### config.mk
export PLATFORM = sky130hd
export DESIGN_NAME = uart_tx_serializer
export DESIGN_NICKNAME = d
export VERILOG_FILES = /design/src/rtl/uart_tx_serializer.sv
export SDC_FILE = /design/constraint.sdc
export NUM_CORES = 1
export LEC_CHECK = 0
export ABC_CLOCK_PERIOD_IN_PS = 2140
export CELL_PAD_IN_SITES_DETAIL_PLACEMENT = 2
export CELL_PAD_IN_SITES_GLOBAL_PLACEMENT = 2
export CORE_ASPECT_RATIO = 1.75
export CORE_MARGIN = 4
export CORE_UTILIZATION = 35
export DETAILED_ROUTE_END_ITERATION = 7
export MAX_ROUTING_LAYER = met4
export PLACE_DENSITY = 0.74
export SLEW_MARGIN = 20
export SYNTH_ARGS = -nofsm -noshare
export SYNTH_HDL_FRONTEND = slang
export SYNTH_SLANG_ARGS = --single-unit
### constraint.sdc
create_clock -name CLK -period 2.14 [get_ports CLK]
set_input_delay 0.428 -clock CLK [delete_from_list [all_inputs] [get_ports CLK]]
set_output_delay 0.428 -clock CLK [all_outputs]
set_load 0.05 [all_outputs]
### src/rtl/uart_tx_serializer.sv
// UART transmit serializer: a one-byte holding register feeds the shift register,
// and frames go out LSB-first, timed by a 16x baud tick.
module uart_tx_serializer #(
  parameter bit PARITY_EN  = 1'b0,
  parameter bit PARITY_ODD = 1'b0,
  parameter int STOP_BITS  = 1
) (
  input  logic        CLK,
  input  logic        RESET,
  input  logic [12:0] BAUD_VAL,
  input  logic [7:0]  DATA_IN,
  input  logic        WEN,
  output logic        TXRDY,
  output logic        TX,
  output logic        BUSY
);

  typedef enum logic [2:0] {IDLE, START, DATA, PARITY, STOP} state_t;

  localparam logic [2:0] LAST_STOP = 3'(STOP_BITS - 1);

  state_t      state_reg, state_next;
  logic [12:0] baud_cnt_reg, baud_cnt_next;
  logic [3:0]  tick_cnt_reg, tick_cnt_next;
  logic [2:0]  bit_idx_reg, bit_idx_next;
  logic [7:0]  hold_reg, hold_next;
  logic [7:0]  shift_reg, shift_next;
  logic        hold_full_reg, hold_full_next;
  logic        parity_reg, parity_next;
  logic        tick, bit_end, accept, load;

  assign tick    = (baud_cnt_reg == 13'd0);
  assign bit_end = tick && (tick_cnt_reg == 4'd15);
  assign accept  = !WEN && !hold_full_reg;

  always_ff @(posedge CLK or posedge RESET) begin
    if (RESET) begin
      state_reg     <= IDLE;
      baud_cnt_reg  <= 13'd0;
      tick_cnt_reg  <= 4'd0;
      bit_idx_reg   <= 3'd0;
      hold_reg      <= 8'd0;
      shift_reg     <= 8'd0;
      hold_full_reg <= 1'b0;
      parity_reg    <= 1'b0;
    end else begin
      state_reg     <= state_next;
      baud_cnt_reg  <= baud_cnt_next;
      tick_cnt_reg  <= tick_cnt_next;
      bit_idx_reg   <= bit_idx_next;
      hold_reg      <= hold_next;
      shift_reg     <= shift_next;
      hold_full_reg <= hold_full_next;
      parity_reg    <= parity_next;
    end
  end

  always_comb begin
    state_next     = state_reg;
    bit_idx_next   = bit_idx_reg;
    shift_next     = shift_reg;
    parity_next    = parity_reg;
    hold_next      = hold_reg;
    hold_full_next = hold_full_reg;
    load           = 1'b0;
    baud_cnt_next  = tick ? BAUD_VAL : baud_cnt_reg - 13'd1;
    tick_cnt_next  = tick ? tick_cnt_reg + 4'd1 : tick_cnt_reg;

    unique case (state_reg)
      IDLE: load = hold_full_reg;
      START: begin
        if (bit_end) begin
          state_next   = DATA;
          bit_idx_next = 3'd0;
        end
      end
      DATA: begin
        if (bit_end) begin
          shift_next   = {1'b0, shift_reg[7:1]};
          bit_idx_next = bit_idx_reg + 3'd1;
          if (bit_idx_reg == 3'd7) state_next = PARITY_EN ? PARITY : STOP;
        end
      end
      PARITY: begin
        if (bit_end) begin
          state_next   = STOP;
          bit_idx_next = 3'd0;
        end
      end
      STOP: begin
        // Bit index doubles as the stop-bit counter; a full holding register
        // chains straight into the next start bit with no idle clock.
        if (bit_end) begin
          if (bit_idx_reg == LAST_STOP) begin
            if (hold_full_reg) load = 1'b1;
            else state_next = IDLE;
          end else begin
            bit_idx_next = bit_idx_reg + 3'd1;
          end
        end
      end
      default: state_next = IDLE;
    endcase

    // Frame load restarts the bit timing so the first bit is exact from this edge.
    if (load) begin
      state_next     = START;
      shift_next     = hold_reg;
      parity_next    = (^hold_reg) ^ PARITY_ODD;
      hold_full_next = 1'b0;
      baud_cnt_next  = BAUD_VAL;
      tick_cnt_next  = 4'd0;
      bit_idx_next   = 3'd0;
    end

    if (accept) begin
      hold_next      = DATA_IN;
      hold_full_next = 1'b1;
    end
  end

  always_comb begin
    TX = 1'b1;
    unique case (state_reg)
      START:   TX = 1'b0;
      DATA:    TX = shift_reg[0];
      PARITY:  TX = parity_reg;
      default: TX = 1'b1;
    endcase
  end

  assign TXRDY = !hold_full_reg;
  assign BUSY  = (state_reg != IDLE);

endmodule

== After elaboration in Yosys (flattened, before gate mapping) ==
Cells that the tools add are included.
Storage, ports and cells
  register bits after elaboration: 41
  word-level logic and storage cells: 74
  input bits: 24
Cells by class
  muxes and demuxes: 29
  reduce and logical (&&, ||, !) cells: 18
  equality and inequality tests: 16
  add/subtract/negate cells: 3
Operators with widths (number)
  $mux W3: 13
  $mux W13: 2
  $mux W8: 3
  $ne A3 B3 Y1 const B: 8
  $pmux W3 S5: 1
  $logic_not A13 Y1: 1
  $sub A13 B1 Y13 const B: 1
  $pmux W3 S3: 1
  $mux W4: 2
  $reduce_and A8 Y1: 1
  $reduce_bool A2 Y1: 4
  $reduce_xor A8 Y1: 1
  $eq A3 B2 Y1 const B: 2
  $eq A3 B3 Y1 const B: 2
  $logic_not A3 Y1: 2
  $mux W1: 5
  $reduce_and A5 Y1: 1
  $add A4 B1 Y4 const B: 1
  $eq A4 B4 Y1 const B: 1
  $reduce_bool A4 Y1: 1
  $add A3 B1 Y3 const B: 1
  $eq A3 B1 Y1 const B: 1
  $ne A3 B1 Y1 const B: 1
  $pmux W1 S3: 1
  other kinds (7): 9

== Logic depth before layout (Yosys ltp) ==
  word-level depth: 6
  mapped depth: 9
  gate-level depth less buffers: 7

== Worst setup path before layout ==
Ideal clock, no wire load.
  path kind: flip-flop to flip-flop
  from: register baud_cnt_reg[0]
  to: register shift_reg[0]
  library setup time: 0.123 ns
  clock period less this slack: 1.903 ns
  cell stages (with the launch flop): 8
  arrival time: 1.781 ns
  setup slack: 0.237 ns
  buffers on the path: 1
  path through: dfrtp_1 inv_1 ha_1 nor4b_2 nand4_2 or3_1 buf_2 o221a_1
On the way
  longest elaborated chain between the ends: 6
Ends and longest elaborated chain
  from (decl): RTL line 23  | logic [12:0] baud_cnt_reg, baud_cnt_next;
  from (signal assigned): RTL line 48  | baud_cnt_reg <= baud_cnt_next;
  $logic_not A13 Y1 (*): RTL line 32  | assign tick = (baud_cnt_reg == 13'd0);
  $logic_and A1 B1 Y1 (*): RTL line 33  | assign bit_end = tick && (tick_cnt_reg == 4'd15);
  $mux W1: RTL line 93  | if (bit_end) begin
  $pmux W1 S2: RTL line 69  | unique case (state_reg)
  $reduce_bool A2 Y1 (no source line)
  $reduce_and A2 Y1 (no source line)
  to (signal assigned): RTL line 52  | shift_reg <= shift_next;
  to (decl): RTL line 27  | logic [7:0] shift_reg, shift_next;
Mark *: on every way between the ends. The rest lies on a longest branch, timed or not.
A chain may end at the register's enable or synchronous reset.

== Worst setup path after layout ==
  from: register baud_cnt_reg[0]
  to: register shift_reg[3]
The elaborated chain is that of the path after synthesis.

==> flow_summary.yaml <==
outcome:
  outcome: "finished clean"
finish:
  layout-drive-gt1-share_pct: 19.6
  layout.cells.non_filler: 318
  mostFrequentLayoutCell: "sky130_fd_sc_hd__dfrtp_1"
  n_antenna_cell: 0
  largest_register_ff_count: 13
  most-common-layout-cells: "sky130_fd_sc_hd__dfrtp_1 (41), sky130_fd_sc_hd__nand2_1 (23), sky130_fd_sc_hd__clkdlybuf4s50_1 (23), sky130_fd_sc_hd__xnor2_1 (16), sky130_fd_sc_hd__o21ai_0 (15)"
  layout.cell_area.non_filler_mm2: 0.00267
  flow.area_growth_from_synthesis_pct: 24.2
  nNetsFinal: 268
  fillCellCount: 664
synth:
  synth_largest_area_cell: "sky130_fd_sc_hd__dfrtp_1"
  synth_top_area_share_pct: 47.8
  synth-main-ff-cell: "sky130_fd_sc_hd__dfrtp_1"
  post_synth.cell_area_avg_um2: 10.5
  synth_area_leaders: "sky130_fd_sc_hd__dfrtp_1 (48%), sky130_fd_sc_hd__xnor2_1 (6.5%), sky130_fd_sc_hd__mux2_2 (5.2%)"
  synth_enable_flop_cells: 0
  syn_nets: 234
  netlist-cell-type-count: 46
  postSynthCellCount: 205
  mappedNetlistArea_mm2: 0.00215
  ys_async_sr_fraction_pct: 100
  synth.ff_latch_count: 41
  synth.yosys.seq_area_share_pct: 47.8
  synth-warning-count: 0
drt:
  drt-vias-per-instance: 5.24
  detailedRoute.firstIterationViolations: 61
  dr_total_vias: 1665
  detail_route.drc_violations: 0
  route.final.wire_length_um: 5710
  firstDrtPassIters: 4
  detail-route-antenna-nets: 0
  wl_per_cell_um: 18.0
placed_design:
  pre_cts_setup_slack_ps: 62.0
  dpl.cell_count: 310
  place.gp.congestion: 0.802
  placement.cell_area_mm2: 0.00252
  hpwl_um: 4490
  port_bufs: 26
sta:
  grt_setup_unrepaired: "no"
  setup_viol: 0
  fmax_mhz: 505
  finalMaxSlewViolations: 0
  finalClockSkew_ps: 4.86
  setup_total_negative_slack_ps: 0
  final_hold_viol_count: 0
  tightest_slew_ps: 527
  postLayoutSetupSlackWorst_ps: 158
  min_period_ps: 1980
  worst_hold_slack_ps: 548
  timing.slew.headroom_pct: 64.9
  timing.final.crit_share_pct: 92.6
critical_path:
  worstSetupPathDepth: 6
  crit_type: "flip-flop to flip-flop"
  path_delay_family: "simple AND/OR/NAND/NOR gates"
  timing.critical_path.buf_inv: 1
  crit_start: "baud_cnt_reg[0]"
  arrival_ps: 2160
  worst_setup_path_start_kind: "flip-flop"
  crit_path_cell_trace: "inv_1, ha_1, nor4b_4, nand4_2, or3_1, o221a_1"
  critical_path.reg2reg.endpoint: "shift_reg[3]"
  timing.critical_path.slowest_stage_cell: "sky130_fd_sc_hd__or3_1"
  worstReg2RegStart: "baud_cnt_reg[0]"
  endpoint: "shift_reg[3]"
  critical_path_peak_fanout: 7
  worstRegToRegCells: 6
  cp_capture_type: "flip-flop"
  critPathRequiredTime_ps: 2320
  reg2reg_slack_ps: 160
  slowest_delay_ps: 500
cts:
  cts_max_path_buffers: 2
  cts.root.buffer_cell: "sky130_fd_sc_hd__clkbuf_8"
  tritoncts_clock_tree: "built"
  cts_hold_buf: 0
  cts.htree.levels: 2
  worst_skew_pair.late_latency_ps: 290
  cts-resized-gates: 0
  post-cts-setup-buffer-count: 0
  numCtsBuffers: 5
  clk_pin_slew_worst_paths_ps: 90
  clock-sinks: 41
global_route:
  grtUsageTotal_pct: 17.0
  aggregate_global_routing_overflow: 0
  grt_antenna_before_repair: 0
  grt_start_max_net_pins: 42
  grt_first_pass_wirelength_um: 9430
  via_count_of_the_first_global_routing_pass: 1965
worst_hold_path:
  min_path_type: "flip-flop to flip-flop"
power:
  vdd_ir_drop_max_mv: 0.517
  p_leak_nw: 1.06
  power_density_mw_per_mm2: 934
die:
  core_area_mm2: 0.00593
  row_count: 37
  initial_core_util_pct: 36.2
  dieWidth_um: 67.2
  floorplan.die_area_mm2: 0.00750
  chipHeight_um: 112
  top_level_ports: 27
flow_run:
  cap_viol_max_count: 0
report_power, final:
part           internal (mW)  switching, mW
Combinational          0.376          0.265
Clock                  0.349          0.287
Sequential             0.955          0.257
Total                   1.68          0.809
metal layers:
layer	vias to the layer above	track usage, %	wire length (um)
met5	-	-	0
met4	0	5.28	81
met3	7	2.52	130
met2	28	32.7	3480
met1	842	16.5	2020
li1	788	-	-
stage by stage:
stage,util [%],power (mW)
finish,45.0,2.49
global route,45.0,2.65
CTS,44.6,2.51
detailed placement,42.6,1.85
global placement,42.6,1.80
floorplan,-,1.62
Yosys cell counts, types with 2 or more instances:
| cell type | number |
|---|---|
| sky130_fd_sc_hd__dfrtp_1 | 41 |
| sky130_fd_sc_hd__nor4_1 | 4 |
| sky130_fd_sc_hd__o221a_1 | 7 |
| sky130_fd_sc_hd__o21ai_0 | 15 |
| sky130_fd_sc_hd__nand2_1 | 23 |
| sky130_fd_sc_hd__nand2b_1 | 9 |
| sky130_fd_sc_hd__xnor2_1 | 16 |
| sky130_fd_sc_hd__xor2_1 | 3 |
| sky130_fd_sc_hd__nor2_1 | 12 |
| sky130_fd_sc_hd__nor3_1 | 2 |
| sky130_fd_sc_hd__inv_1 | 9 |
| sky130_fd_sc_hd__a21oi_1 | 6 |
| sky130_fd_sc_hd__mux2_2 | 10 |
| sky130_fd_sc_hd__or3_1 | 3 |
| sky130_fd_sc_hd__nand3_1 | 4 |
| sky130_fd_sc_hd__nand4_1 | 2 |
| sky130_fd_sc_hd__buf_2 | 4 |
| sky130_fd_sc_hd__ha_1 | 5 |
| sky130_fd_sc_hd__clkbuf_1 | 3 |
how the worst min path moves through the flow:
stage                               start  slack [ps]              end  cells past startpoint
after global placement    baud_cnt_reg[0]         500  baud_cnt_reg[0]                      1
after detailed placement  baud_cnt_reg[0]         540  baud_cnt_reg[0]                      1
after global routing       bit_idx_reg[0]         590   bit_idx_reg[0]                      2
final                     baud_cnt_reg[0]         550  baud_cnt_reg[0]                      1
after CTS                 baud_cnt_reg[0]         550  baud_cnt_reg[0]                      1
after floorplan           baud_cnt_reg[0]         480  baud_cnt_reg[0]                      1
final cells by class:
| cell class | instances | area, um^2 | share of cell area, % |
|---|---|---|---|
| Timing Repair Buffer | 35 | 324 | 12.2 |
| Clock buffer | 5 | 68.8 | 2.58 |
| Inverter | 9 | 33.8 | 1.27 |
| Multi-Input combinational cell | 147 | 1070 | 40.1 |
| Tap cell | 78 | 97.6 | 3.66 |
| Sequential cell | 41 | 1030 | 38.5 |
| Clock inverter | 3 | 46.3 | 1.74 |
cell families (layout without fill, tap and decap cells):
group / after synthesis / after routing / synth area share, %
buffers and inverters: 17 / 52 / 3.38
AND/OR/NAND/NOR: 75 / 75 / 20.2
adder cells (fa/ha/maj): 5 / 5 / 2.92
multiplexers: 10 / 10 / 5.25
AO/OA/AOI/OAI: 38 / 38 / 12.7
XOR/XNOR: 19 / 19 / 7.76
flip-flops: 41 / 41 / 47.8
Note: power is estimated with default switching activity, not from simulation.
